### config.mk
export PLATFORM = sky130hd
export DESIGN_NAME = adc_spi_sampler
export DESIGN_NICKNAME = d
export VERILOG_FILES = /design/src/rtl/receiver_pkg.sv /design/src/rtl/sclk_phase_timer.sv /design/src/rtl/adc_spi_sampler.sv
export SDC_FILE = /design/constraint.sdc
export NUM_CORES = 1
export LEC_CHECK = 0
export CAP_MARGIN = 10
export CORE_MARGIN = 5
export CORE_UTILIZATION = 40
export DETAILED_ROUTE_END_ITERATION = 6
export PLACE_DENSITY = 0.59
export SYNTH_ARGS = -nofsm -noshare
export SYNTH_HDL_FRONTEND = slang
export SYNTH_SLANG_ARGS = --single-unit
export TNS_END_PERCENT = 5
### constraint.sdc
create_clock -name clk -period 3.25 [get_ports clk]
set_input_delay 0.4875 -clock clk [delete_from_list [all_inputs] [get_ports clk]]
set_output_delay 0.4875 -clock clk [all_outputs]
set_load 0.03 [all_outputs]
### src/rtl/receiver_pkg.sv
// Types shared by the ADC front end and the downstream DSP chain.
package receiver_pkg;

   localparam int unsigned SampleBits = 12;

   typedef logic [SampleBits-1:0] sample_t;

   typedef enum logic [2:0] {
      StIdle,
      StSetup,
      StShiftLo,
      StShiftHi,
      StDone,
      StQuiet
   } adc_state_t;

   // Counter width able to hold max_count without wrapping.
   function automatic int unsigned cnt_width(int unsigned max_count);
      return $clog2(max_count) + 1;
   endfunction

endpackage

### src/rtl/sclk_phase_timer.sv
// Counts CLK_DIV clocks per SCLK half-period; phase_done_o marks the last one.
module sclk_phase_timer
   import receiver_pkg::*;
#(
   parameter int unsigned CLK_DIV = 2
) (
   input  logic clk_i,
   input  logic rst_ni,
   input  logic start_i,
   output logic phase_done_o
);

   localparam int unsigned CntW = cnt_width(CLK_DIV);

   logic [CntW-1:0] cnt_q, cnt_d;

   assign phase_done_o = (cnt_q == CntW'(CLK_DIV - 1));

   // Hold at zero while start_i is high, otherwise wrap after each phase.
   always_comb begin
      cnt_d = cnt_q + 1'b1;
      if (start_i || phase_done_o) begin
         cnt_d = '0;
      end
   end

   // Phase counter register.
   always_ff @(posedge clk_i) begin
      if (!rst_ni) begin
         cnt_q <= '0;
      end else begin
         cnt_q <= cnt_d;
      end
   end

endmodule

### src/rtl/adc_spi_sampler.sv
// One SPI read (CPOL=1) of a serial ADC per enable pulse; presents the sample
// with a one-cycle valid strobe and flags enables dropped while busy.
module adc_spi_sampler
   import receiver_pkg::*;
#(
   parameter int unsigned CLK_DIV      = 2,
   parameter int unsigned FRAME_BITS   = 16,
   parameter int unsigned LEAD_BITS    = 4,
   parameter int unsigned SAMPLE_BITS  = 12,
   parameter int unsigned QUIET_CYCLES = 4
) (
   input  logic                   clk,
   input  logic                   rst,
   input  logic                   en_i,
   input  logic                   miso_i,
   output logic                   sclk_o,
   output logic                   cs_n_o,
   output logic [SAMPLE_BITS-1:0] sample_o,
   output logic                   valid_o,
   output logic                   busy_o,
   output logic                   overrun_o
);

   if (LEAD_BITS + SAMPLE_BITS > FRAME_BITS) begin : g_bad_frame
      $error("adc_spi_sampler: LEAD_BITS + SAMPLE_BITS exceeds FRAME_BITS");
   end
   if (CLK_DIV < 1 || QUIET_CYCLES < 1) begin : g_bad_timing
      $error("adc_spi_sampler: CLK_DIV and QUIET_CYCLES must be at least 1");
   end

   // Leading bits are never needed, so they simply fall off the top.
   localparam int unsigned ShiftW = FRAME_BITS - LEAD_BITS;
   localparam int unsigned BitW   = cnt_width(FRAME_BITS);
   localparam int unsigned QuietW = cnt_width(QUIET_CYCLES);

   adc_state_t               state_q, state_d;
   logic                     sclk_q, sclk_d;
   logic                     cs_n_q, cs_n_d;
   logic [SAMPLE_BITS-1:0]   sample_q, sample_d;
   logic                     valid_q, valid_d;
   logic                     busy_q, busy_d;
   logic                     overrun_q, overrun_d;
   logic [ShiftW-1:0]        shift_q, shift_d;
   logic [BitW-1:0]          bit_cnt_q, bit_cnt_d;
   logic [QuietW-1:0]        quiet_cnt_q, quiet_cnt_d;
   logic                     timer_start;
   logic                     phase_done;

   // Timer runs only in the SCLK-timed states and restarts from zero on entry.
   assign timer_start = !(state_q inside {StSetup, StShiftLo, StShiftHi});

   sclk_phase_timer #(
      .CLK_DIV(CLK_DIV)
   ) u_phase_timer (
      .clk_i       (clk),
      .rst_ni      (rst),
      .start_i     (timer_start),
      .phase_done_o(phase_done)
   );

   // Next-state and registered-output logic.
   always_comb begin
      state_d     = state_q;
      sclk_d      = sclk_q;
      cs_n_d      = cs_n_q;
      sample_d    = sample_q;
      valid_d     = 1'b0;
      busy_d      = busy_q;
      overrun_d   = en_i && (state_q != StIdle);
      shift_d     = shift_q;
      bit_cnt_d   = bit_cnt_q;
      quiet_cnt_d = quiet_cnt_q;

      unique case (state_q)
         StIdle: begin
            if (en_i) begin
               state_d   = StSetup;
               cs_n_d    = 1'b0;
               busy_d    = 1'b1;
               bit_cnt_d = '0;
               shift_d   = '0;
            end
         end
         StSetup: begin
            if (phase_done) begin
               state_d = StShiftLo;
               sclk_d  = 1'b0;
            end
         end
         StShiftLo: begin
            // ADC data is stable here; capture on the rising SCLK edge.
            if (phase_done) begin
               state_d   = StShiftHi;
               sclk_d    = 1'b1;
               shift_d   = ShiftW'({shift_q, miso_i});
               bit_cnt_d = bit_cnt_q + 1'b1;
            end
         end
         StShiftHi: begin
            if (phase_done) begin
               if (bit_cnt_q == BitW'(FRAME_BITS)) begin
                  state_d  = StDone;
                  cs_n_d   = 1'b1;
                  sample_d = shift_q[ShiftW-1 -: SAMPLE_BITS];
                  valid_d  = 1'b1;
               end else begin
                  state_d = StShiftLo;
                  sclk_d  = 1'b0;
               end
            end
         end
         StDone: begin
            state_d     = StQuiet;
            quiet_cnt_d = '0;
         end
         StQuiet: begin
            if (quiet_cnt_q == QuietW'(QUIET_CYCLES - 1)) begin
               state_d = StIdle;
               busy_d  = 1'b0;
            end else begin
               quiet_cnt_d = quiet_cnt_q + 1'b1;
            end
         end
         default: begin
            state_d = StIdle;
         end
      endcase
   end

   // State and output registers; reset wins over every input.
   always_ff @(posedge clk) begin
      if (!rst) begin
         state_q     <= StIdle;
         sclk_q      <= 1'b1;
         cs_n_q      <= 1'b1;
         sample_q    <= '0;
         valid_q     <= 1'b0;
         busy_q      <= 1'b0;
         overrun_q   <= 1'b0;
         shift_q     <= '0;
         bit_cnt_q   <= '0;
         quiet_cnt_q <= '0;
      end else begin
         state_q     <= state_d;
         sclk_q      <= sclk_d;
         cs_n_q      <= cs_n_d;
         sample_q    <= sample_d;
         valid_q     <= valid_d;
         busy_q      <= busy_d;
         overrun_q   <= overrun_d;
         shift_q     <= shift_d;
         bit_cnt_q   <= bit_cnt_d;
         quiet_cnt_q <= quiet_cnt_d;
      end
   end

   assign sclk_o    = sclk_q;
   assign cs_n_o    = cs_n_q;
   assign sample_o  = sample_q;
   assign valid_o   = valid_q;
   assign busy_o    = busy_q;
   assign overrun_o = overrun_q;

endmodule

# Yosys cells after proc, flatten, opt, wreduce, memory -nomap -nowiden
# Cells that the tools add are included.
totals:
  elab_cells: 78
  ff_bits: 42
classes:
  eq_ne: 16
  addsub: 3
  n_reduce_logical: 19
  bitwise: 1
  muxes: 28
op_table:
  columns: ["cell", "n"]
  rows:
  - ["two-way mux 12 bit", 2]
  - ["case mux 12 bit (2 select lines)", 1]
  - ["two-way mux 3 bit", 7]
  - ["case mux 3 bit (6 select lines)", 1]
  - ["AND reduction 3 bit", 4]
  - ["two-way mux 1 bit", 10]
  - ["two-way mux 5 bit", 2]
  - ["case mux 5 bit (2 select lines)", 1]
  - ["AND reduction 5 bit", 2]
  - ["== test 3 x 2 -> 1 bit (second input constant)", 3]
  - ["inequality test 2 x 1 -> 1 bit (second input constant)", 4]
  - ["inequality test 2 bit (second input constant)", 4]
  - ["nonzero test 2 bit", 4]
  - ["== test 3 bit (second input constant)", 2]
  - ["case mux 3 bit (2 select lines)", 1]
  - ["nonzero test 3 bit", 2]
  - ["adder 5 x 1 -> 5 bit (second input constant)", 1]
  - ["== test 5 bit (second input constant)", 1]
  - ["case mux 1 bit (2 select lines)", 2]
  - ["AND reduction 4 bit", 1]
  - ["adder 3 x 1 -> 3 bit (second input constant)", 1]
  - ["== test 3 x 1 -> 1 bit (second input constant)", 1]
  - ["logical NOT 3 bit", 1]
  - ["case mux 1 bit (3 select lines)", 1]
  - ["8 further kinds", 8]

# Depth between registers and ports, before layout
depth:
  ltp_word: 5
  depth_mapped: 7
  ltp_nobuf: 5

# By module
# A second synthesis with hierarchy kept.
unflattened:
  cells_unflattened: 213
  hier_area_um2: 1910.6
modules_own_cells:
  columns: ["module", "area_each_um2", "n_inst", "cells_per_inst"]
  rows:
  - ["adc_spi_sampler", 1824.2, 1, 207]
  - ["sclk_phase_timer", 86.3, 1, 6]

# Least setup slack after synthesis
# No wires, ideal clock.
synth_path:
  path_type: "register -> register"
  from: "reg bit_cnt_q[0]"
  to: "reg bit_cnt_q[4]"
  path_stages_with_launch: 5
  setup_time_ps: 70
  synth_period_minus_slack_ps: 1507
  arrival_ps: 1437
  path_slack_ps: 1743
  t_required_ps: 3180
  cell_sequence: "dfxtp_1 -> ha_1 -> or3b_4 -> or4_1 -> a21oi_1"
synth_via:
  elab_chain_cells: 3
synth_lines:
  columns: ["item", "line_no", "source"]
  rows:
  - ["from (decl)", "adc_spi_sampler.sv:44", "logic [BitW-1:0] bit_cnt_q, bit_cnt_d;"]
  - ["from (signal assigned)", "adc_spi_sampler.sv:152", "bit_cnt_q <= bit_cnt_d;"]
  - ["adder 5 x 1 -> 5 bit", "adc_spi_sampler.sv:96", "bit_cnt_d = bit_cnt_q + 1'b1;"]
  - ["two-way mux 5 bit", "adc_spi_sampler.sv:92", "if (phase_done) begin"]
  - ["case mux 5 bit (2 select lines)", "adc_spi_sampler.sv:74", "unique case (state_q)"]
# No other way between the ends. The select of a mux whose other input is x is not followed.
# A chain may end at the register's enable or synchronous reset.

# Worst setup path in the final report
layout_path:
  from: "in en_i"
  to: "reg shift_q[8]"
layout_via:
  elab_chain_cells: 2
layout_lines:
  columns: ["item", "line_no", "source"]
  rows:
  - ["from (decl)", "adc_spi_sampler.sv:14", "input logic en_i,"]
  - ["inequality test 2 bit (no source line)", null, null]
  - ["AND reduction 3 bit (no source line)", null, null]
  - ["to (signal assigned)", "adc_spi_sampler.sv:151", "shift_q <= shift_d;"]
  - ["to (decl)", "adc_spi_sampler.sv:43", "logic [ShiftW-1:0] shift_q, shift_d;"]
# No other way between the ends.

==> flow_metrics.env <==
export IMPL_outcome="completed"
export IMPL_final_cells=274
export IMPL_num_rows=24
export IMPL_clock_skew_ns=0.007577
export IMPL_via_per_inst=5.453
export IMPL_crit_path_cell_trace="clkdlybuf4s50_1, or4b_1, nand2_1, a21oi_1"
export IMPL_post_cts_resized=0
export IMPL_setup_viol=0
export IMPL_clk_pin_slew_ns=0.09
export IMPL_h_tree_depth=2
export IMPL_place_gp_congestion=0.7383
export IMPL_setup_tns_ns=0
export IMPL_post_cts_setup_buffer_count=0
export IMPL_ys_seq_area_frac=0.4663
export IMPL_placed_cells=266
export IMPL_whs_ns=0.4334
export IMPL_core_um2=4354
export IMPL_critical_path_max_fanout=17
export IMPL_cp_arrival_ns=2.05
export IMPL_worstPathRequired_ns=3.41
export IMPL_max_slew_worst_pin_slew_ns=0.7202
export IMPL_grt_setup_unrepaired="no"
export IMPL_die_h_um=77.14
export IMPL_grt_usage=0.1428
export IMPL_postLayoutCoreUtil=0.4888
export IMPL_final_hold_viol_count=0
export IMPL_hold_buffers=0
export IMPL_clock_sinks=42
export IMPL_slew_viol_final=0
export IMPL_syn_area_um2=1803
export IMPL_syn2layout_area_growth_pct=18.04
export IMPL_relSlewSlack=0.5171
export IMPL_io_pins=21
export IMPL_end_kind="flip-flop"
export IMPL_syn_inst=206
export IMPL_setup_ws_ns=1.368
export IMPL_final_antenna_net_count=0
export IMPL_initial_core_util=0.4141
export IMPL_synth_top_flop_cell="dfxtp_1"
export IMPL_min_period_ns=1.882
export IMPL_grt_pass1_wl_um=6906
export IMPL_power_density_nw_per_um2=479.6
export IMPL_fin_nets=230
export IMPL_drtIter0Drc=96
export IMPL_design_area_um2=2128
export IMPL_synth_distinct_cells=39
export IMPL_slowest_delay_ns=0.53
export IMPL_cts_root_buf="clkbuf_8"
export IMPL_drc=0
export IMPL_syn_num_nets=215
export IMPL_pre_cts_slack_ns=1.042
export IMPL_grt_pass1_vias=1465
export IMPL_numCtsBuffers=5
export IMPL_wl_um=4061
export IMPL_cap_violations=0
export IMPL_hold_path_class="reg2reg"
export IMPL_p_leak_nw=0.7011
export IMPL_postPlaceCellArea_um2=2016
export IMPL_final_cell_mix="dfxtp_1, nand2_1, clkdlybuf4s50_1"
export IMPL_n_antenna_cell=0
export IMPL_grt_max_degree=25
export IMPL_startpoint_type="primary input"
export IMPL_drt_first_pass_iters=4
export IMPL_antenna_found_initial=0
export IMPL_grt_overflow_total=0
export IMPL_syn_area_per_cell_um2=8.752
export IMPL_cts_tree="built"
export IMPL_fin_total_pwr_mw=1.021
export IMPL_async_reset_ff_frac=0
export IMPL_fin_crit_sh=0.5792
export IMPL_dieArea_um2=5950
export IMPL_fmax_mhz=531.3
export IMPL_layout_drive_gt1_share=0.06306
export IMPL_cts_buffer_depth=2
export IMPL_synth_edf_count=0
export IMPL_worstSkewPairLatency_ns=0.30
export IMPL_num_vias=1494
export IMPL_wire_per_inst_um=14.82
export IMPL_irDropWorstVdd_mv=0.2652
export IMPL_worst_path_max_delay_cell="clkdlybuf4s50_1"
export IMPL_ys_seq_elements=42
export IMPL_path_class="in2reg"
export IMPL_portBuffers=20
export IMPL_die_width_um=77.14
export IMPL_ys_warnings_count=0
export IMPL_dp_hpwl_um=2741
export IMPL_final_common_cell="dfxtp_1"
registers in the layout, indices dropped and copies added, names as in the netlist:
| register | cells |
|---|---|
| bit_cnt_q | 5 |
| busy_o | 1 |
| cs_n_o | 1 |
| overrun_o | 1 |
| quiet_cnt_q | 3 |
| sample_o | 12 |
| sclk_o | 1 |
| shift_q | 12 |
| state_q | 3 |
| u_phase_timer.cnt_q | 2 |
| valid_o | 1 |
critical path: cells and delay by family:
family	cells	cell delay (ns)
AND/OR/NAND/NOR	2	0.91
buffers and inverters	1	0.53
AO/OA/AOI/OAI	1	0.10
Yosys cell counts (all sizes together) (2+ instances only):
cell,n,area [µm²]
a21boi,16,120.1
a21oi,18,90.09
nor4bb,2,20.02
inv,5,18.77
o21ai,19,95.09
nand2b,5,31.28
clkbuf,7,26.28
nor4,2,12.51
dfxtp,42,840.8
ha,5,62.56
or4b,2,20.02
o31ai,2,15.01
nand3,13,65.06
nor2,4,15.01
nand4b,2,17.52
o211ai,2,15.01
nand4bb,2,22.52
nand2,33,123.9
buf,7,41.29
layout make-up:
cell class	count	area (µm²)
Clock inverter	3	43.79
Timing Repair Buffer	22	215.2
Multi-Input combinational cell	145	875.8
Tap cell	52	65.06
Sequential cell	42	840.8
Clock buffer	5	68.82
Inverter	5	18.77
Fill cell	411	2226
layer usage:
layer	vias to the layer above	share of wire	global-route usage
li1	760	-	-
met2	33	0.47	0.2290
met4	0	0.021	0.06701
met3	8	0.038	0.03396
met5	-	0	0
met1	693	0.47	0.1790
final timing paths:
| check | from | to | slack [ns] | cells past startpoint |
|---|---|---|---|---|
| setup / recovery | en_i | shift_q[8] | 1.37 | 4 |
| hold / removal | u_phase_timer.cnt_q[0] | u_phase_timer.cnt_q[0] | 0.43 | 1 |
| setup reg to reg | state_q[0] | sample_o[1] | 1.39 | 3 |
| hold reg to reg | u_phase_timer.cnt_q[0] | u_phase_timer.cnt_q[0] | 0.43 | 1 |
kinds of logic after synthesis:
| logic type | count (synthesis) | synth area share |
|---|---|---|
| AND/OR/NAND/NOR | 76 | 0.2297 |
| AO/OA/AOI/OAI | 63 | 0.2158 |
| flip-flops | 42 | 0.4663 |
| buffers and inverters | 19 | 0.04789 |
| adder cells (fa/ha/maj) | 5 | 0.03470 |
| multiplexers | 1 | 0.005552 |
power by group:
group / internal, mW / leakage, nW / switching, mW
logic: 0.0274 / 0.303 / 0.0348
registers: 0.522 / 0.339 / 0.0119
clock network: 0.230 / 0.0585 / 0.194
total: 0.780 / 0.701 / 0.241
No activity file was read; power rests on OpenSTA's default activity.
